`config.mk`:
```
export PLATFORM = sky130hd
export DESIGN_NAME = hazard_control_unit
export DESIGN_NICKNAME = d
export VERILOG_FILES = /design/src/rtl/hazard_control_unit.sv
export SDC_FILE = /design/constraint.sdc
export NUM_CORES = 1
export LEC_CHECK = 0
export CAP_MARGIN = 10
export CORE_MARGIN = 2
export CORE_UTILIZATION = 40
export CTS_BUF_LIST = sky130_fd_sc_hd__clkbuf_8
export DETAILED_ROUTE_END_ITERATION = 8
export PLACE_DENSITY = 0.68
export SLEW_MARGIN = 5
export SYNTH_ARGS = -nofsm -noshare
export SYNTH_HDL_FRONTEND = slang
export SYNTH_SLANG_ARGS = --single-unit
```
`constraint.sdc`:
```
create_clock -name clk -period 3.1 [get_ports clk]
set_input_delay 0.465 -clock clk [delete_from_list [all_inputs] [get_ports clk]]
set_output_delay 0.465 -clock clk [all_outputs]
set_load 0.005 [all_outputs]
```
`src/rtl/hazard_control_unit.sv`:
```
// Hazard and forwarding controller for the 5-stage ARM pipeline.
// Tracks RegWrite/MemtoReg/PCSrc through shadow E/M/W stages and derives
// forwarding selects, stall/flush controls and saturating event counters.
module hazard_control_unit #(
    parameter int unsigned CNT_W = 16
) (
    input  logic             clk,
    input  logic             reset,
    input  logic [4:0]       match,
    input  logic             RegWriteD,
    input  logic             MemtoRegD,
    input  logic             PCSrcD,
    input  logic             cond_ex_e,
    input  logic             BranchTakenE,
    input  logic             clr_cnt,
    output logic [1:0]       ForwardAE,
    output logic [1:0]       ForwardBE,
    output logic             stallF,
    output logic             stallD,
    output logic             flushD,
    output logic             flushE,
    output logic             PCSrcW,
    output logic [CNT_W-1:0] stall_cnt,
    output logic [CNT_W-1:0] flush_cnt
);

    // match bit positions
    localparam int unsigned Match12DE = 4;
    localparam int unsigned Match1EM  = 3;
    localparam int unsigned Match2EM  = 2;
    localparam int unsigned Match1EW  = 1;
    localparam int unsigned Match2EW  = 0;

    localparam logic [1:0] FwdRd1    = 2'b00;
    localparam logic [1:0] FwdResult = 2'b01;
    localparam logic [1:0] FwdAluOut = 2'b10;

    localparam logic [CNT_W-1:0] CntMax = '1;
    localparam logic [CNT_W-1:0] CntOne = CNT_W'(1);

    logic reg_write_e_q, reg_write_m_q, reg_write_w_q;
    logic mem_to_reg_e_q;
    logic pc_src_e_q, pc_src_m_q, pc_src_w_q;
    logic reg_write_e_d, reg_write_m_d, reg_write_w_d;
    logic mem_to_reg_e_d;
    logic pc_src_e_d, pc_src_m_d, pc_src_w_d;

    logic [CNT_W-1:0] stall_cnt_q, stall_cnt_d;
    logic [CNT_W-1:0] flush_cnt_q, flush_cnt_d;

    logic ldr_stall;
    logic pc_wr_pending;

    // Forwarding selects and stall/flush controls; all forced low while in reset.
    always_comb begin
        ForwardAE     = FwdRd1;
        ForwardBE     = FwdRd1;
        stallF        = 1'b0;
        stallD        = 1'b0;
        flushD        = 1'b0;
        flushE        = 1'b0;
        ldr_stall     = 1'b0;
        pc_wr_pending = 1'b0;
        if (reset) begin
            // M stage holds the newer result, so it wins over W
            if (match[Match1EM] && reg_write_m_q) begin
                ForwardAE = FwdAluOut;
            end else if (match[Match1EW] && reg_write_w_q) begin
                ForwardAE = FwdResult;
            end
            if (match[Match2EM] && reg_write_m_q) begin
                ForwardBE = FwdAluOut;
            end else if (match[Match2EW] && reg_write_w_q) begin
                ForwardBE = FwdResult;
            end
            ldr_stall     = match[Match12DE] && mem_to_reg_e_q;
            pc_wr_pending = PCSrcD || pc_src_e_q || pc_src_m_q;
            stallF        = ldr_stall || pc_wr_pending;
            stallD        = ldr_stall;
            flushD        = pc_wr_pending || pc_src_w_q || BranchTakenE;
            flushE        = ldr_stall || BranchTakenE;
        end
    end

    // Next state of the shadow pipeline; E/M/W always advance, E takes a bubble on flushE.
    always_comb begin
        reg_write_e_d  = RegWriteD;
        mem_to_reg_e_d = MemtoRegD;
        pc_src_e_d     = PCSrcD;
        if (flushE) begin
            reg_write_e_d  = 1'b0;
            mem_to_reg_e_d = 1'b0;
            pc_src_e_d     = 1'b0;
        end
        // a failed condition in E cancels its architectural effects
        reg_write_m_d = reg_write_e_q && cond_ex_e;
        pc_src_m_d    = pc_src_e_q && cond_ex_e;
        reg_write_w_d = reg_write_m_q;
        pc_src_w_d    = pc_src_m_q;
    end

    // Next state of the saturating counters; clear beats increment.
    always_comb begin
        stall_cnt_d = stall_cnt_q;
        flush_cnt_d = flush_cnt_q;
        if (clr_cnt) begin
            stall_cnt_d = '0;
            flush_cnt_d = '0;
        end else begin
            if (stallF && (stall_cnt_q != CntMax)) begin
                stall_cnt_d = stall_cnt_q + CntOne;
            end
            if ((flushD || flushE) && (flush_cnt_q != CntMax)) begin
                flush_cnt_d = flush_cnt_q + CntOne;
            end
        end
    end

    // State registers for the shadow pipeline and counters.
    always_ff @(posedge clk or negedge reset) begin
        if (!reset) begin
            reg_write_e_q  <= 1'b0;
            reg_write_m_q  <= 1'b0;
            reg_write_w_q  <= 1'b0;
            mem_to_reg_e_q <= 1'b0;
            pc_src_e_q     <= 1'b0;
            pc_src_m_q     <= 1'b0;
            pc_src_w_q     <= 1'b0;
            stall_cnt_q    <= '0;
            flush_cnt_q    <= '0;
        end else begin
            reg_write_e_q  <= reg_write_e_d;
            reg_write_m_q  <= reg_write_m_d;
            reg_write_w_q  <= reg_write_w_d;
            mem_to_reg_e_q <= mem_to_reg_e_d;
            pc_src_e_q     <= pc_src_e_d;
            pc_src_m_q     <= pc_src_m_d;
            pc_src_w_q     <= pc_src_w_d;
            stall_cnt_q    <= stall_cnt_d;
            flush_cnt_q    <= flush_cnt_d;
        end
    end

    assign PCSrcW    = pc_src_w_q;
    assign stall_cnt = stall_cnt_q;
    assign flush_cnt = flush_cnt_q;

endmodule

```
After elaboration in Yosys (flattened, before gate mapping) --
Cells that the tools add are included.
Storage, ports and cells: flip-flop bits (word level) 39, bits in latches 0, RAM bits 0, memory bits (read-only) 0, input port bits 13, output and inout bits 41, word-level logic and storage cells 48, memories kept 0
Operators by class: add/subtract/negate cells 2, $mul 0, div/mod/pow operators 0, order comparisons 0, equal/unequal tests 2, shift-type cells 0, multiplexer cells 17, bitwise logic cells 0, reductions and logical operators 18
Operators with widths (count):
- $mux W16 | 4
- $add A16 B1 Y16 const B | 2
- $ne A16 B16 Y1 const B | 2
- $logic_and A1 B1 Y1 | 9
- $mux W1 | 9
- $mux W2 | 4
- $logic_or A1 B1 Y1 | 7
- $reduce_bool A2 Y1 | 2

Logic depth before layout (Yosys ltp) --
depth in word-level cells 9, depth in mapped cells 8

Worst setup path before layout --
Ideal clock, no wire load.
kind register to register, start reg stall_cnt_q[0], in the netlist stall_cnt[0], end reg stall_cnt_q[15], in the netlist stall_cnt[15], library setup time 0.127 ns, arrival 1.950 ns, slack 1.022 ns, cell stages (with the launch flop) 8, path buffers 1, cell sequence dfrtp_1 > ha_1 > and3_4 > and3_4 > buf_6 > a2111oi_4 > nand4_1 > mux2_1
Between the ends: cells in the longest elaborated chain, start to end 3, elaborated cells on any way between the ends 6
Ends and longest elaborated chain:
- start, declared | RTL line 48 | logic [CNT_W-1:0] stall_cnt_q, stall_cnt_d;
- start signal, assigned | RTL line 139 | stall_cnt_q <= stall_cnt_d;
- $add A16 B1 Y16 / $ne A16 B16 Y1 (equally long branches) | RTL line 111, 110
- $mux W16 / $logic_and A1 B1 Y1 (equally long branches) | RTL line 110 | if (stallF && (stall_cnt_q != CntMax)) begin
- $mux W16 / $reduce_bool A2 Y1 (equally long branches)
Several ways; a longest one is shown, not always the timed one. The select of a mux whose other input is x is not followed. A chain may end at the register's enable or synchronous reset.

Final worst setup path --
start in PCSrcD, end out stallF
Between the ends: cells in the longest elaborated chain, start to end 4
Ends and longest elaborated chain:
- start, declared | RTL line 12 | input logic PCSrcD,
- $logic_or A1 B1 Y1 (2 in a row) | RTL line 77 | pc_wr_pending = PCSrcD || pc_src_e_q || pc_src_m_q;
- $logic_or A1 B1 Y1 | RTL line 78 | stallF = ldr_stall || pc_wr_pending;
- $mux W1 | RTL line 64 | if (reset) begin
- end, declared | RTL line 18 | output logic stallF,
Every way passes these cells.

==> flow_summary.rst <==
.. list-table::
   :header-rows: 1

   * - Metric
     - Value
   * - Proportion of synthesized flip-flops having asynchronous set or reset
     - 1.00
   * - Maximum number of pins on one net before global-route repair
     - 26
   * - Die extent in y
     - 75.8 um
   * - Average size of a mapped cell
     - 10.0 um2
   * - Placed Cells incl. Taps
     - 324
   * - Least-Margin Pin Slew
     - 0.661 ns
   * - GPL Wtd Cong
     - 0.835
   * - Number of antenna cells inserted
     - 0
   * - Number of clock sinks
     - 39
   * - Final #Nets
     - 276
   * - # resized after CTS
     - 0
   * - Average via count per standard cell
     - 5.06
   * - Biggest fanout along the worst timing path
     - 3
   * - Area share of the largest cell type after synthesis
     - 0.473
   * - Count of port buffers added during placement
     - 53
   * - Count of yosys warnings during synthesis
     - 0
   * - First-pass DRT Iterations
     - 4
   * - Relative max-transition margin
     - 0.558
   * - Initial antenna violation count
     - 0
   * - Netlist Area Pre-Place
     - 2060 um2
   * - Register area share after synthesis
     - 0.473
   * - Leakage
     - 1.08 nW
   * - Power density relative to cell area
     - 362 nW/um2
   * - R2r setup slk
     - 0.96 ns
   * - Number of global-route vias before repair
     - 1535
   * - Setup fix buffers added after clock tree synthesis
     - 0
   * - Post-route non-filler standard cell count
     - 332
   * - Highest clock rate
     - 390 MHz
   * - Setup violators final
     - 0
   * - Dominant cells by area after synthesis
     - dfrtp_1 (47%), xnor2_1 (11%), nor2_1 (5.6%)
   * - Number of hold-repair buffers added at the cts stage
     - 0
   * - Synth Net Count
     - 221
   * - Count of routing violations after the opening detailed-route iteration
     - 106
   * - Number of synthesized flops with an enable pin
     - 0
   * - Share of post-route cells with drive strength above 1
     - 0.0916
   * - Largest buffer count on any clock path
     - 2
   * - Via Count
     - 1680
   * - Total power
     - 1.00 mW
   * - Cells on worst reg2reg path
     - 6
   * - Worst setup path category
     - primary input to output port
   * - Kind of end point of the critical path
     - output port
   * - Critical Path Source Type
     - primary input
   * - Count of endpoints failing hold in the final timing report
     - 0
   * - Antenna viol nets, final
     - 0
   * - Root Buffer
     - clkbuf_8
   * - Global-route wire length before repair
     - 7190 um
   * - Capturing point of the worst reg2reg path
     - stall_cnt[15]
   * - Setup repair after global routing missed its margin
     - false
   * - Starting density of the core
     - 0.409
   * - Global-route congestion overflow total
     - 0
   * - Number of standard cells after synthesis
     - 206
   * - Clock tree from TritonCTS
     - yes
   * - Max VDD drop
     - 0.195 mV
   * - Clock-pin slew reported for the worst setup and hold paths after clock tree synthesis
     - 0.08 ns
   * - Die area
     - 5740 um2
   * - I/O pins
     - 54
   * - Number of DRC violations after detailed routing
     - 0
   * - Run status
     - finished clean
   * - Count of different cell masters after synthesis
     - 37
   * - Number of max-slew violations in the final report
     - 0
   * - Number of CTS-inserted buffers
     - 5
   * - Width of the die
     - 75.8 um
   * - Period utilisation layout
     - 0.827
   * - Arrival @ worst endpoint
     - 2.10 ns
   * - Min-delay worst type
     - primary input to asynchronous set/reset pin
   * - Clock insertion delay at the later pin of the skew report
     - 0.29 ns
   * - Avg WL per Cell
     - 13.4 um
   * - Commonest cells post-synth
     - dfrtp_1 (39), nor2_1 (31), xnor2_1 (25)
   * - Post-route minimum period
     - 2.56 ns
   * - GRT Overall Usage
     - 0.164
   * - Post-route clock skew
     - 0.0103 ns
   * - Number of cell rows
     - 26
   * - Most frequently used cell type in the post-synthesis netlist
     - dfrtp_1
   * - Number of maximum-capacitance constraint violations
     - 0
   * - Crit path required time
     - 2.63 ns
   * - Area grow syn2layout
     - 34.0%
   * - Final routed wirelength across all metal layers
     - 4440 um
   * - Sum of negative setup slack
     - 0 ns
   * - Number of synthesized register bits
     - 39
   * - H-tree levels
     - 2
   * - Floorplan core area
     - 5040 um2
   * - Yosys top cell by area
     - dfrtp_1
   * - Flip-flop cell with the highest count after synthesis
     - dfrtp_1
   * - Detailed placer's ending HPWL
     - 3180 um
   * - Reg2Reg Launch Point
     - stall_cnt[0]
cell usage in the layout, fill, tap and decap left out, types with 2 or more instances in the layout:
master	instances
and4_4	3
a21oi_1	6
nor4b_1	2
buf_4	5
clkdlybuf4s50_1	52
and3_4	2
and3_1	5
inv_1	4
ha_1	2
and2_1	7
clkbuf_8	7
xnor2_1	25
nand2_1	13
nor2b_1	3
mux2_1	2
and4_1	4
nand4_1	3
o21ai_0	2
nor4_1	7
nor3_1	7
a2111oi_2	2
nand3_1	13
nor2_1	31
a211oi_1	3
dfrtp_1	39
metrics by stage:
step / util / hold slack, ns / setup slack (ns) / area [um2]
2_1_floorplan: - / 0.169 / 1.02 / 2060
3_3_place_gp: 0.528 / 0.355 / 0.541 / 2660
3_5_place_dp: 0.528 / 0.357 / 0.534 / 2660
4_1_cts: 0.548 / 0.0351 / 0.533 / 2760
5_1_grt: 0.548 / 0.0444 / 0.433 / 2760
6_report: 0.548 / 0.0429 / 0.536 / 2760
worst max-delay path by stage:
stage / start / slack (ns) / end / cells after the start
after floorplan: stall_cnt[0] / 1.02 / stall_cnt[15] / 7
after global placement: PCSrcD / 0.54 / stallF / 5
after detailed placement: PCSrcD / 0.53 / stallF / 5
after CTS: PCSrcD / 0.53 / stallF / 5
after global routing: PCSrcD / 0.43 / stallF / 5
final: PCSrcD / 0.54 / stallF / 5
sequential cells by signal (all words and copies together), names as in the netlist:
register and cells:
PCSrcW 1, flush_cnt 16, mem_to_reg_e_q 1, pc_src_e_q 1, pc_src_m_q 1, reg_write_e_q 1, reg_write_m_q 1, reg_write_w_q 1
stall_cnt 16
kinds of logic (layout without fill, tap and decap cells):
kind of cell / count (synthesis) / in the layout / synth area share
simple gates: 104 / 104 / 0.271
compound gates: 19 / 19 / 0.0868
mux: 4 / 4 / 0.0212
xor+xnor: 25 / 25 / 0.106
fa+ha+maj: 2 / 2 / 0.0121
buf+inv: 13 / 69 / 0.0297
flops: 39 / 39 / 0.473
cell type report:
type | instances | area, um2
Clock inverter | 1 | 3.75
Sequential cell | 39 | 976
Multi-Input combinational cell | 154 | 1020
Clock buffer | 7 | 96.3
Tap cell | 70 | 87.6
Timing Repair Buffer | 58 | 563
Fill cell | 461 | 2280
Inverter | 3 | 11.3
metal layers:
layer  global-route usage  part of all wire  up-vias
li1                     -                 -      836
met1                0.220              0.49      794
met2                0.260              0.45       43
met3               0.0357             0.048        7
met4               0.0643             0.015        0
met5                    0                 0        -
where the power goes:
part           switching [mW]  internal (mW)
sequential            0.00963          0.519
clock                   0.172          0.200
combinational          0.0492         0.0508
total                   0.231          0.770
critical path: stages:
cell	delay [ns]
clkdlybuf4s50_1	0.42
or3_1	0.42
o21ai_1	0.26
inv_1	0.08
clkdlybuf4s50_1	0.45
Power figures use the tool's default switching activity.
